### config.mk
export PLATFORM = sky130hd
export DESIGN_NAME = alu_sequencer
export DESIGN_NICKNAME = d
export VERILOG_FILES = /design/src/rtl/alu_seq_pkg.sv /design/src/rtl/bcd_correct.sv /design/src/rtl/alu_sequencer.sv
export SDC_FILE = /design/constraint.sdc
export NUM_CORES = 1
export LEC_CHECK = 0
export CORE_ASPECT_RATIO = 2
export CORE_MARGIN = 2
export CORE_UTILIZATION = 45
export CTS_CLUSTER_DIAMETER = 80
export DETAILED_ROUTE_END_ITERATION = 7
export HOLD_SLACK_MARGIN = 0.06
export PLACE_DENSITY = 0.8
export SLEW_MARGIN = 20
export SYNTH_ARGS = -nofsm -noshare
export SYNTH_HDL_FRONTEND = slang
export SYNTH_HIERARCHICAL = 1
export SYNTH_SLANG_ARGS = --single-unit
### constraint.sdc
create_clock -name clk -period 2.15 [get_ports clk]
set_input_delay 0.43 -clock clk [delete_from_list [all_inputs] [get_ports clk]]
set_output_delay 0.43 -clock clk [all_outputs]
set_load 0.005 [all_outputs]
### src/rtl/alu_seq_pkg.sv
// Shared types and BCD correction constants for the ALU sequencer.
package alu_seq_pkg;

    typedef enum logic [2:0] {
        OP_ADC = 3'd0,
        OP_SBC = 3'd1,
        OP_AND = 3'd2,
        OP_ORA = 3'd3,
        OP_EOR = 3'd4,
        OP_LSR = 3'd5,
        OP_ROR = 3'd6,
        OP_CMP = 3'd7
    } op_e;

    typedef enum logic [1:0] {
        IDLE = 2'd0,
        EXEC = 2'd1,
        ADJ  = 2'd2,
        DONE = 2'd3
    } state_e;

    localparam logic [7:0] BCD_LO_ADD = 8'h06;
    localparam logic [7:0] BCD_HI_ADD = 8'h60;
    localparam logic [7:0] BCD_LO_SUB = 8'hFA;
    localparam logic [7:0] BCD_HI_SUB = 8'hA0;

endpackage

### src/rtl/bcd_correct.sv
// Decimal-adjust correction term and carry from a binary ADC/SBC result.
module bcd_correct
    import alu_seq_pkg::*;
(
    input  logic [7:0] res,
    input  logic       hc,
    input  logic       c,
    input  logic       is_sub,
    output logic [7:0] corr,
    output logic       c_out
);

    logic       over_99;
    logic [7:0] lo;
    logic [7:0] hi;

    always_comb begin
        over_99 = (res > 8'h99);
        lo      = ((res[3:0] > 4'd9) || hc) ? BCD_LO_ADD : 8'h00;
        hi      = (over_99 || c) ? BCD_HI_ADD : 8'h00;
        if (is_sub) begin
            // Subtract corrections are applied as additions, wrapping mod 256.
            corr  = (hc ? 8'h00 : BCD_LO_SUB) + (c ? 8'h00 : BCD_HI_SUB);
            c_out = c;
        end else begin
            corr  = lo | hi;
            c_out = c | over_99;
        end
    end

endmodule

### src/rtl/alu_sequencer.sv
// Initiator for the 8-bit ALU: accepts one op, drives the ALU, returns result and flags.
// Optional BCD adjust pass is built when DECIMAL_MODE_EN is defined.
//
// state | meaning
// IDLE  | op_ready high, waiting for op_valid
// EXEC  | ALU driven from registered operands, result captured at end
// ADJ   | ALU adds BCD correction to the binary result (decimal build only)
// DONE  | res_valid held with stable res_* until res_ready
module alu_sequencer
    import alu_seq_pkg::*;
(
    input  logic       clk,
    input  logic       rst_n,
    input  logic       op_valid,
    output logic       op_ready,
    input  logic [2:0] op_code,
    input  logic [7:0] op_a,
    input  logic [7:0] op_b,
    input  logic       p_c,
    input  logic       p_d,
    output logic [7:0] alu_a,
    output logic [7:0] alu_b,
    output logic       alu_sum_sel,
    output logic       alu_and_sel,
    output logic       alu_xor_sel,
    output logic       alu_or_sel,
    output logic       alu_shr_sel,
    output logic       alu_carry_in,
    input  logic [7:0] alu_out,
    input  logic       alu_overflow,
    input  logic       alu_carry,
    input  logic       alu_half_carry,
    output logic       res_valid,
    input  logic       res_ready,
    output logic [7:0] res_data,
    output logic       res_n,
    output logic       res_z,
    output logic       res_c,
    output logic       res_v,
    output logic       res_a_we,
    output logic       res_v_we
);

    state_e     state;
    op_e        op_q;
    logic       c_q;
    logic       a0_q;
    logic       go_adj;
    logic [7:0] corr;
    logic       bcd_c;

`ifdef DECIMAL_MODE_EN
    logic dec_q;

    assign go_adj = dec_q && ((op_q == OP_ADC) || (op_q == OP_SBC));

    bcd_correct u_bcd (
        .res    (alu_out),
        .hc     (alu_half_carry),
        .c      (alu_carry),
        .is_sub (op_q == OP_SBC),
        .corr   (corr),
        .c_out  (bcd_c)
    );
`else
    logic unused_dec;

    assign go_adj     = 1'b0;
    assign corr       = 8'h00;
    assign bcd_c      = 1'b0;
    assign unused_dec = ^{p_d, alu_half_carry};
`endif

    assign op_ready = (state == IDLE);

    always_ff @(posedge clk or negedge rst_n) begin
        if (!rst_n) begin
            state        <= IDLE;
            op_q         <= OP_ADC;
            c_q          <= 1'b0;
            a0_q         <= 1'b0;
`ifdef DECIMAL_MODE_EN
            dec_q        <= 1'b0;
`endif
            alu_a        <= 8'h00;
            alu_b        <= 8'h00;
            alu_sum_sel  <= 1'b0;
            alu_and_sel  <= 1'b0;
            alu_xor_sel  <= 1'b0;
            alu_or_sel   <= 1'b0;
            alu_shr_sel  <= 1'b0;
            alu_carry_in <= 1'b0;
            res_valid    <= 1'b0;
            res_data     <= 8'h00;
            res_n        <= 1'b0;
            res_z        <= 1'b0;
            res_c        <= 1'b0;
            res_v        <= 1'b0;
            res_a_we     <= 1'b0;
            res_v_we     <= 1'b0;
        end else begin
            unique case (state)
                IDLE: begin
                    if (op_valid) begin
                        op_q  <= op_e'(op_code);
                        c_q   <= p_c;
                        a0_q  <= op_a[0];
`ifdef DECIMAL_MODE_EN
                        dec_q <= p_d;
`endif
                        // ALU drive is registered here so it is valid for the whole EXEC cycle.
                        alu_a        <= op_a;
                        alu_b        <= op_b;
                        alu_carry_in <= 1'b0;
                        unique case (op_e'(op_code))
                            OP_ADC: begin
                                alu_sum_sel  <= 1'b1;
                                alu_carry_in <= p_c;
                            end
                            OP_SBC: begin
                                alu_sum_sel  <= 1'b1;
                                alu_b        <= ~op_b;
                                alu_carry_in <= p_c;
                            end
                            OP_CMP: begin
                                alu_sum_sel  <= 1'b1;
                                alu_b        <= ~op_b;
                                alu_carry_in <= 1'b1;
                            end
                            OP_AND: alu_and_sel <= 1'b1;
                            OP_ORA: alu_or_sel  <= 1'b1;
                            OP_EOR: alu_xor_sel <= 1'b1;
                            OP_LSR: begin
                                alu_shr_sel <= 1'b1;
                                alu_b       <= 8'h00;
                            end
                            OP_ROR: begin
                                alu_shr_sel  <= 1'b1;
                                alu_b        <= 8'h00;
                                alu_carry_in <= p_c;
                            end
                        endcase
                        state <= EXEC;
                    end
                end
                EXEC: begin
                    res_data <= alu_out;
                    res_n    <= alu_out[7];
                    res_z    <= (alu_out == 8'h00);
                    res_a_we <= (op_q != OP_CMP);
                    res_v_we <= (op_q == OP_ADC) || (op_q == OP_SBC);
                    unique case (op_q)
                        OP_ADC, OP_SBC, OP_CMP: begin
                            res_c <= alu_carry;
                            res_v <= alu_overflow;
                        end
                        OP_LSR, OP_ROR: begin
                            res_c <= a0_q;
                            res_v <= 1'b0;
                        end
                        default: begin
                            res_c <= c_q;
                            res_v <= 1'b0;
                        end
                    endcase
                    alu_and_sel  <= 1'b0;
                    alu_xor_sel  <= 1'b0;
                    alu_or_sel   <= 1'b0;
                    alu_shr_sel  <= 1'b0;
                    alu_carry_in <= 1'b0;
                    if (go_adj) begin
                        alu_sum_sel <= 1'b1;
                        alu_a       <= alu_out;
                        alu_b       <= corr;
                        res_c       <= bcd_c;
                        state       <= ADJ;
                    end else begin
                        alu_sum_sel <= 1'b0;
                        alu_a       <= 8'h00;
                        alu_b       <= 8'h00;
                        res_valid   <= 1'b1;
                        state       <= DONE;
                    end
                end
                ADJ: begin
                    // Only the data is adjusted; N/Z/V keep the binary EXEC values.
                    res_data    <= alu_out;
                    alu_sum_sel <= 1'b0;
                    alu_a       <= 8'h00;
                    alu_b       <= 8'h00;
                    res_valid   <= 1'b1;
                    state       <= DONE;
                end
                DONE: begin
                    if (res_ready) begin
                        res_valid <= 1'b0;
                        state     <= IDLE;
                    end
                end
            endcase
        end
    end

endmodule

Word-level counts from Yosys, hierarchy flattened
Cells that the tools add are included.
Widths: inputs -> output; s select.
{"block": "word_totals", "reg_bits": 44, "in_bits": 36, "output_inout_bits": 38, "word_cells": 98}
{"block": "classes", "eq_ne": 22, "mux": 30, "n_bitwise": 1, "n_reduce_logical": 25}
{"cell": "$pmux 8 s2", "n": 3}
{"cell": "$eq 3x3->1 const B", "n": 7}
{"cell": "$pmux 1 s2", "n": 9}
{"cell": "$mux 8", "n": 2}
{"cell": "$reduce_and 3->1", "n": 5}
{"cell": "$mux 1", "n": 13}
{"cell": "$reduce_and 2->1", "n": 5}
{"cell": "$reduce_or 3->1", "n": 3}
{"cell": "$logic_not 8->1", "n": 1}
{"cell": "$ne 2x2->1 const B", "n": 4}
{"cell": "$not 8->8", "n": 1}
{"cell": "$reduce_or 2->1", "n": 4}
{"cell": "$eq 3x1->1 const B", "n": 2}
{"cell": "$eq 3x2->1 const B", "n": 2}
{"cell": "$logic_not 3->1", "n": 2}
{"cell": "$ne 2x1->1 const B", "n": 3}
{"cell": "$pmux 2 s3", "n": 1}
{"cell": "$reduce_bool 2->1", "n": 3}
{"cell": "$eq 2x2->1 const B", "n": 2}
{"cell": "$mux 2", "n": 2}
{"cell": "$ne 3x3->1 const B", "n": 1}
{"cell": "$eq 2x1->1 const B", "n": 1}
{"cell": "$logic_not 2->1", "n": 1}
{"cell": "$logic_or 1x1->1", "n": 1}

Depth between registers and ports, before layout
Gate-level depths: netlist of the first run.
{"block": "depth", "ltp_word": 5, "ltp_mapped": 7, "depth_no_buf": 5}

Worst setup path after synthesis of the first run
Ideal clock, no wire load.
{"block": "synth_timing", "kind": "register to register", "start": "register state[0]", "end": "register alu_sum_sel", "setup_ns": 0.125, "arrival_time_ns": 1.353, "required_time_ns": 2.025, "path_slack_ns": 0.672, "path_stages_with_launch": 7, "n_path_buf": 2, "synth_period_minus_slack_ns": 1.478, "cell_sequence": "dfrtp_1 > inv_1 > ha_1 > buf_2 > inv_2 > clkbuf_1 > mux2_4"}
{"block": "synth_via", "elab_chain_cells": 4, "elab_cells_between_ends": 9, "classes_between": "eq/ne (4); mux (1); reduce/logical (4)"}
{"element": "start, declared", "line_no": "alu_sequencer.sv:44", "rtl": "state_e state;"}
{"element": "start signal, assigned", "line_no": "alu_sequencer.sv:78", "rtl": "state <= IDLE;"}
{"element": "start signal, assigned", "line_no": "alu_sequencer.sv:143", "rtl": "state <= EXEC;"}
{"element": "start signal, assigned", "line_no": "alu_sequencer.sv:176", "rtl": "state <= ADJ;"}
{"element": "$eq 2x1->1 or $eq 2x2->1 (tied branches)", "line_no": "alu_sequencer.sv:102", "rtl": "unique case (state)"}
{"element": "$reduce_or 2->1 (no line)"}
{"element": "$reduce_bool 2->1 (no line)"}
{"element": "$reduce_and 3->1 (no line)"}
{"element": "end signal, assigned", "line_no": "alu_sequencer.sv:117", "rtl": "alu_sum_sel <= 1'b1;"}
{"element": "end signal, assigned", "line_no": "alu_sequencer.sv:121", "rtl": "alu_sum_sel <= 1'b1;"}
{"element": "end signal, assigned", "line_no": "alu_sequencer.sv:126", "rtl": "alu_sum_sel <= 1'b1;"}
{"element": "end, declared", "line_no": "alu_sequencer.sv:23", "rtl": "output logic alu_sum_sel,"}
Parallel ways exist; a longest one is shown, timed or not.
A chain may end at the register's enable or synchronous reset.

Worst setup path in the final report of the first run
{"block": "layout_timing", "start": "register state[1]", "end": "output op_ready"}
{"block": "layout_via", "elab_chain_cells": 1}
{"element": "$logic_not 2->1", "line_no": "alu_sequencer.sv:74", "rtl": "assign op_ready = (state == IDLE);"}
{"element": "end, declared", "line_no": "alu_sequencer.sv:15", "rtl": "output logic op_ready,"}
Every way passes these cells.

==> flow_summary.yaml, run 1 <==
status:
  status: "finished, final reports clean"
clocking:
  path_clk_slew_ns: 0.07
  postCtsSetupBuffers: 0
  clock_latency_ns: 0.29
  tritoncts: "yes"
  cts_buffers: 5
  clock_path_buffers: 2
  post_cts_resized: 0
  cts_sinks: 44
  cts_hold_buf: 1
  cts.htree.levels: 2
  cts_root_buf: "clkbuf_8"
timing:
  tns_ns: 0
  fin_crit_sh_pct: 88.76
  finalHoldViolCount: 0
  maxSlewViolCount: 0
  finClkSkew_ns: 0.009472
  post-route-min-period_ns: 1.908
  rsz0062_at_grt: "no"
  maxSlewHeadroom_pct: 70.62
  setup_viol: 0
  worstMarginPinSlew_ns: 0.4386
  max_freq_mhz: 524.0
global_route:
  overflow: 0
  grt_pass1_vias: 1724
  antenna_found_initial: 0
  grt_pass1_wl_mm: 8.066
  track_usage_pct: 20.48
  grt_max_degree: 18
routing:
  antenna_left: 0
  routedWlPerCell_um: 15.03
  wl_mm: 4.781
  drt_iter0_drc: 26
  detail_route.first_pass.iterations: 4
  vias: 1671
  drcViolationCount: 0
  routed_via_density: 5.255
synth:
  yosys.area.top_type: "dfrtp_1"
  post_synth.cell_area_avg_um2: 11.19
  netlist_instances: 189
  synthFlopType: "dfrtp_1"
  yosysWarningCount: 6
  syn-cell-area_mm2: 0.002116
  synth.ff_latch_count: 44
  synth_edf_count: 0
  ys_top_cells_by_area: "dfrtp_1 52%, mux2_2 5.3%, o21ai_1 5.0%"
  yosysMostFrequentCell: "dfrtp_1"
  synth_cell_types: 42
  synth_common_cells: "44 x dfrtp_1, 21 x o21ai_1, 13 x nand2_1"
  seq_area_frac_synth_pct: 52.04
  syn_nets: 228
  synth_top_area_share_pct: 52.04
  async_reset_ff_share_pct: 100.0
setup_path:
  r2r-end: "alu_b[5]"
  r2r_start: "state[0]"
  endpoint_kind: "output pin"
  crit_required_ns: 1.72
  arrival_ns: 1.48
  r2r_slack_ns: 0.41
  reg2regPathDepth: 5
  startpoint_type: "flip-flop"
  critPathMaxFanout: 3
  path_class: "reg2out"
hold_path:
  hold_path.class: "reg2reg"
  hold_start: "alu_b[1]"
  holdPathEnd: "alu_b[1]"
  hold_path_depth: 1
floorplan:
  initial_core_util_pct: 46.46
  die_w_um: 52.49
  row_count: 35
  num_io_pins: 74
  core-area_mm2: 0.004554
  die_h_um: 101.0
  dieArea_mm2: 0.005299
place:
  dp_cells: 310
  port_buffers: 71
  place_congestion: 0.8135
  dpl.hpwl_mm: 3.771
cells_and_area:
  syn2layout_area_growth_pct: 39.92
  diodes: 0
  drive_gt1_share_pct: 13.31
  final_net_count: 302
  final_cells: 318
run:
  maxCapViolCount: 0
power:
  power_density_mw_per_mm2: 1246
  leakage_nw: 1.249
  vdd.ir_drop.worst_v: 0.001180
-- per-layer routing --
metal | track usage, % | part of all wire, %
met3 | 3.412 | 3.9
met2 | 35.38 | 56
met4 | 10.65 | 3.5
met5 | 0 | 0
met1 | 23.25 | 36
-- power breakdown --
group | internal (mW) | switching, mW
clock | 0.220 | 0.260
sequential | 1.18 | 0.209
combinational | 1.03 | 0.788
-- worst max-delay path by stage --
| stage | endpoint | slack [ns] | startpoint | cells after the start |
|---|---|---|---|---|
| detailed placement | alu_carry_in | 0.21 | op_code[1] | 4 |
| global placement | alu_sum_sel | 0.23 | op_code[2] | 4 |
| global route | op_ready | 0.15 | state[1] | 3 |
| floorplan | alu_sum_sel | 0.67 | state[0] | 6 |
| CTS | op_ready | 0.23 | state[1] | 3 |
| finish | op_ready | 0.24 | state[1] | 3 |
-- layout by cell type, fill, tap and decap left out, types with 2 or more instances in the layout --
master | Yosys | routed
dfrtp_1 | 44 | 44
o22ai_1 | 2 | 2
nor4_1 | 2 | 2
mux2_1 | 3 | 3
nor2b_1 | 9 | 9
o2bb2ai_1 | 8 | 8
buf_4 | 2 | 7
ha_1 | 3 | 3
clkbuf_8 | 0 | 5
o21ai_0 | 4 | 4
a22oi_1 | 8 | 8
a2bb2oi_1 | 2 | 2
inv_1 | 7 | 7
nor2_1 | 4 | 4
o21ai_1 | 21 | 21
mux2_2 | 10 | 10
mux2i_1 | 6 | 6
nand3_1 | 3 | 3
inv_2 | 3 | 3
nand2_1 | 13 | 13
and3_1 | 2 | 2
clkdlybuf4s50_1 | 0 | 70
o311ai_1 | 2 | 2
o31ai_1 | 2 | 2
a21oi_1 | 3 | 3
-- stage by stage --
step           area, um2  hold WS (ns)  util (%)  total power, mW  setup WS (ns)
2_1_floorplan       2116        0.1344         -            2.390         0.6718
3_3_place_gp        2869        0.3223     62.99            3.201         0.2320
3_5_place_dp        2869        0.3258     62.99            3.253         0.2113
4_1_cts             2960        0.4956     65.00            3.744         0.2270
5_1_grt             2960        0.5161     65.00            3.983         0.1526
6_report            2960        0.4919     65.00            3.690         0.2417
-- worst max-delay path: stages, from the launching register on --
cell,delay [ns]
dfrtp_1,0.39
inv_1,0.11
ha_1,0.18
clkdlybuf4s50_1,0.51
-- registers in the layout, indices dropped and copies added, names as in the netlist, 2 cells and up --
name and flops:
alu_a 8, res_data 8, state 2, op_q 3
alu_b 8
-- kinds of logic (layout without fill, tap and decap cells) --
kind of cell / count (synthesis) / in the layout / share of synthesized area [%]
muxes: 21 / 21 / 11.53
and+or+nand+nor: 41 / 41 / 10.70
DFF: 44 / 44 / 52.04
adders and majority gates: 3 / 3 / 1.774
buffers and inverters: 22 / 96 / 5.263
AOI/OAI and AO/OA: 56 / 56 / 17.50
xor gates and xnor gates: 2 / 2 / 1.183
-- layout make-up --
class | count | area (um2)
clock buffer | 5 | 68.82
clock inverter | 2 | 12.51
fill | 357 | 1594
inverter | 10 | 37.54
multi-input combinational | 123 | 903.4
sequential | 44 | 1101
tap | 55 | 68.82
timing repair buffer | 79 | 768.2
Note: power is estimated with default switching activity, not from simulation.
==> run 2, diff against run 1 <==
Settings changed: CORE_UTILIZATION 45 to 46, CTS_BUF_LIST set to sky130_fd_sc_hd__clkbuf_4 sky130_fd_sc_hd__clkbuf_8, PLACE_DENSITY 0.8 to 0.81.
==> flow_summary.yaml, run 2 (same netlist as run 1, synthesis figures left out) <==
clocking:
  path_clk_slew_ns: 0.07
  cts.htree.levels: 2
  cts_buffers: 5
  cts_root_buf: "clkbuf_8"
  cts_sinks: 44
  tritoncts: "yes"
  clock_path_buffers: 2
  clock_latency_ns: 0.30
floorplan:
  dieArea_mm2: 0.005191
  core-area_mm2: 0.004382
  die_w_um: 51.96
  initial_core_util_pct: 48.29
  num_io_pins: 74
  row_count: 34
  die_h_um: 99.91
cells_and_area:
  fin_area_mm2: 0.003004
  multiInputGateArea_um2: 905.9
  fin_util_pct: 68.56
  mostFrequentLayoutCells: "70 x clkdlybuf4s50_1, 44 x dfrtp_1, 21 x o21ai_1"
  drive_gt1_share_pct: 14.02
  top_regs: "alu_a (8), alu_b (8), res_data (8)"
  fill_cells: 338
  syn2layout_area_growth_pct: 41.99
  final_common_cell: "clkdlybuf4s50_1"
  final_cells: 318
  final_net_count: 302
  diodes: 0
  ff_latch_area_mm2: 0.001101
routing:
  wl_mm: 4.983
  vias: 1715
  routedWlPerCell_um: 15.67
  routed_via_density: 5.393
  antenna_left: 0
  detail_route.first_pass.iterations: 4
  drcViolationCount: 0
  drt_iter0_drc: 30
hold_path:
  hold_start: "alu_b[4]"
  hold_path.class: "reg2reg"
timing:
  maxSlewHeadroom_pct: 66.85
  rsz0062_at_grt: "no"
  max_freq_mhz: 497.3
  finalHoldViolCount: 0
  timing.final.ws_setup_ns: 0.1390
  tns_ns: 0
  hold_ws_ns: 0.4966
  fin_crit_sh_pct: 93.53
  finClkSkew_ns: 0.01426
  worstMarginPinSlew_ns: 0.4949
  maxSlewViolCount: 0
  setup_viol: 0
  post-route-min-period_ns: 2.011
place:
  port_buffers: 71
  place_congestion: 0.8384
  post-place-ws_ns: 0.1834
  dp_cells: 309
  placed_area_mm2: 0.002880
  dpl.hpwl_mm: 3.741
global_route:
  track_usage_pct: 21.98
  grt_max_degree: 30
  overflow: 0
  grt_pass1_wl_mm: 8.666
  antenna_found_initial: 0
  met1_usage_pct: 24.93
  use_met3_pct: 2.976
  top_usage_layer: "met2"
  met2_usage_pct: 39.14
  grt_pass1_vias: 1838
setup_path:
  worst_path_max_delay_cell: "clkdlybuf4s50_1"
  startpoint_type: "flip-flop"
  crit_chain: "inv_1, ha_2, clkdlybuf4s50_1"
  cp-startpoint: "state[0]"
  path_class: "reg2out"
  r2r_start: "state[0]"
  path_delay_family: "buffers and inverters"
  endpoint_kind: "output pin"
  critPathMaxFanout: 7
  max_stage_delay_ns: 0.52
  crit_buf_inv: 2
  arrival_ns: 1.58
  crit_required_ns: 1.72
power:
  vdd.ir_drop.worst_v: 0.0009255
  p_total_mw: 3.880
  leakage_nw: 1.270
  power_density_mw_per_mm2: 1292
run:
  maxCapViolCount: 0
status:
  status: "finished, final reports clean"
-- run 2: cell types whose count changed in the layout (fill, tap and decap cells not counted) --
| cell | before | now |
|---|---|---|
| clkinvlp_4 | 1 | 0 |
| ha_2 | 0 | 1 |
| bufinv_16 | 0 | 1 |
| buf_12 | 0 | 1 |
| ha_1 | 3 | 2 |
| clkbuf_4 | 0 | 1 |
| buf_4 | 7 | 6 |
-- run 2: layout make-up --
cell class	count	area share, %
sequential	44	36.65
clock inverter	2	1.166
multi-input combinational	123	30.15
clock buffer	6	2.541
tap	54	2.249
inverter	10	1.249
timing repair buffer	79	25.99
-- run 2: routing by layer --
| layer | share of wire (%) | wire length [um] |
|---|---|---|
| met5 | 0 | 0 |
| met4 | 2.5 | 125 |
| met3 | 3.1 | 153 |
| met2 | 57 | 2860 |
| met1 | 37 | 1843 |
-- run 2: final timing paths --
check,to,slack [ns],cells after the start
max reg2reg,alu_b[2],0.48,5
min reg2reg,alu_b[4],0.50,1
min in group asynchronous,alu_b[0],0.57,2
max in group asynchronous,res_z,1.09,3
min,alu_b[4],0.50,1
max,op_ready,0.14,3
-- run 2: power breakdown --
part           internal, mW  switching [mW]
Sequential             1.18           0.220
Combinational          1.05           0.798
Clock                 0.358           0.275
Total                  2.59            1.29
-- run 2: repair_timing --
item,CTS,global route
hold buffers,1,0
endpoints found under the setup margin,0,1
hold endpoints to repair,15,0
buffers inserted,0,0
gates resized for setup,0,1
==> run 3, diff against run 2 <==
Settings changed: CAP_MARGIN set to 0.
==> results of run 3 <==
Same layout as run 2: the final DEF is identical, and so are final timing and power.
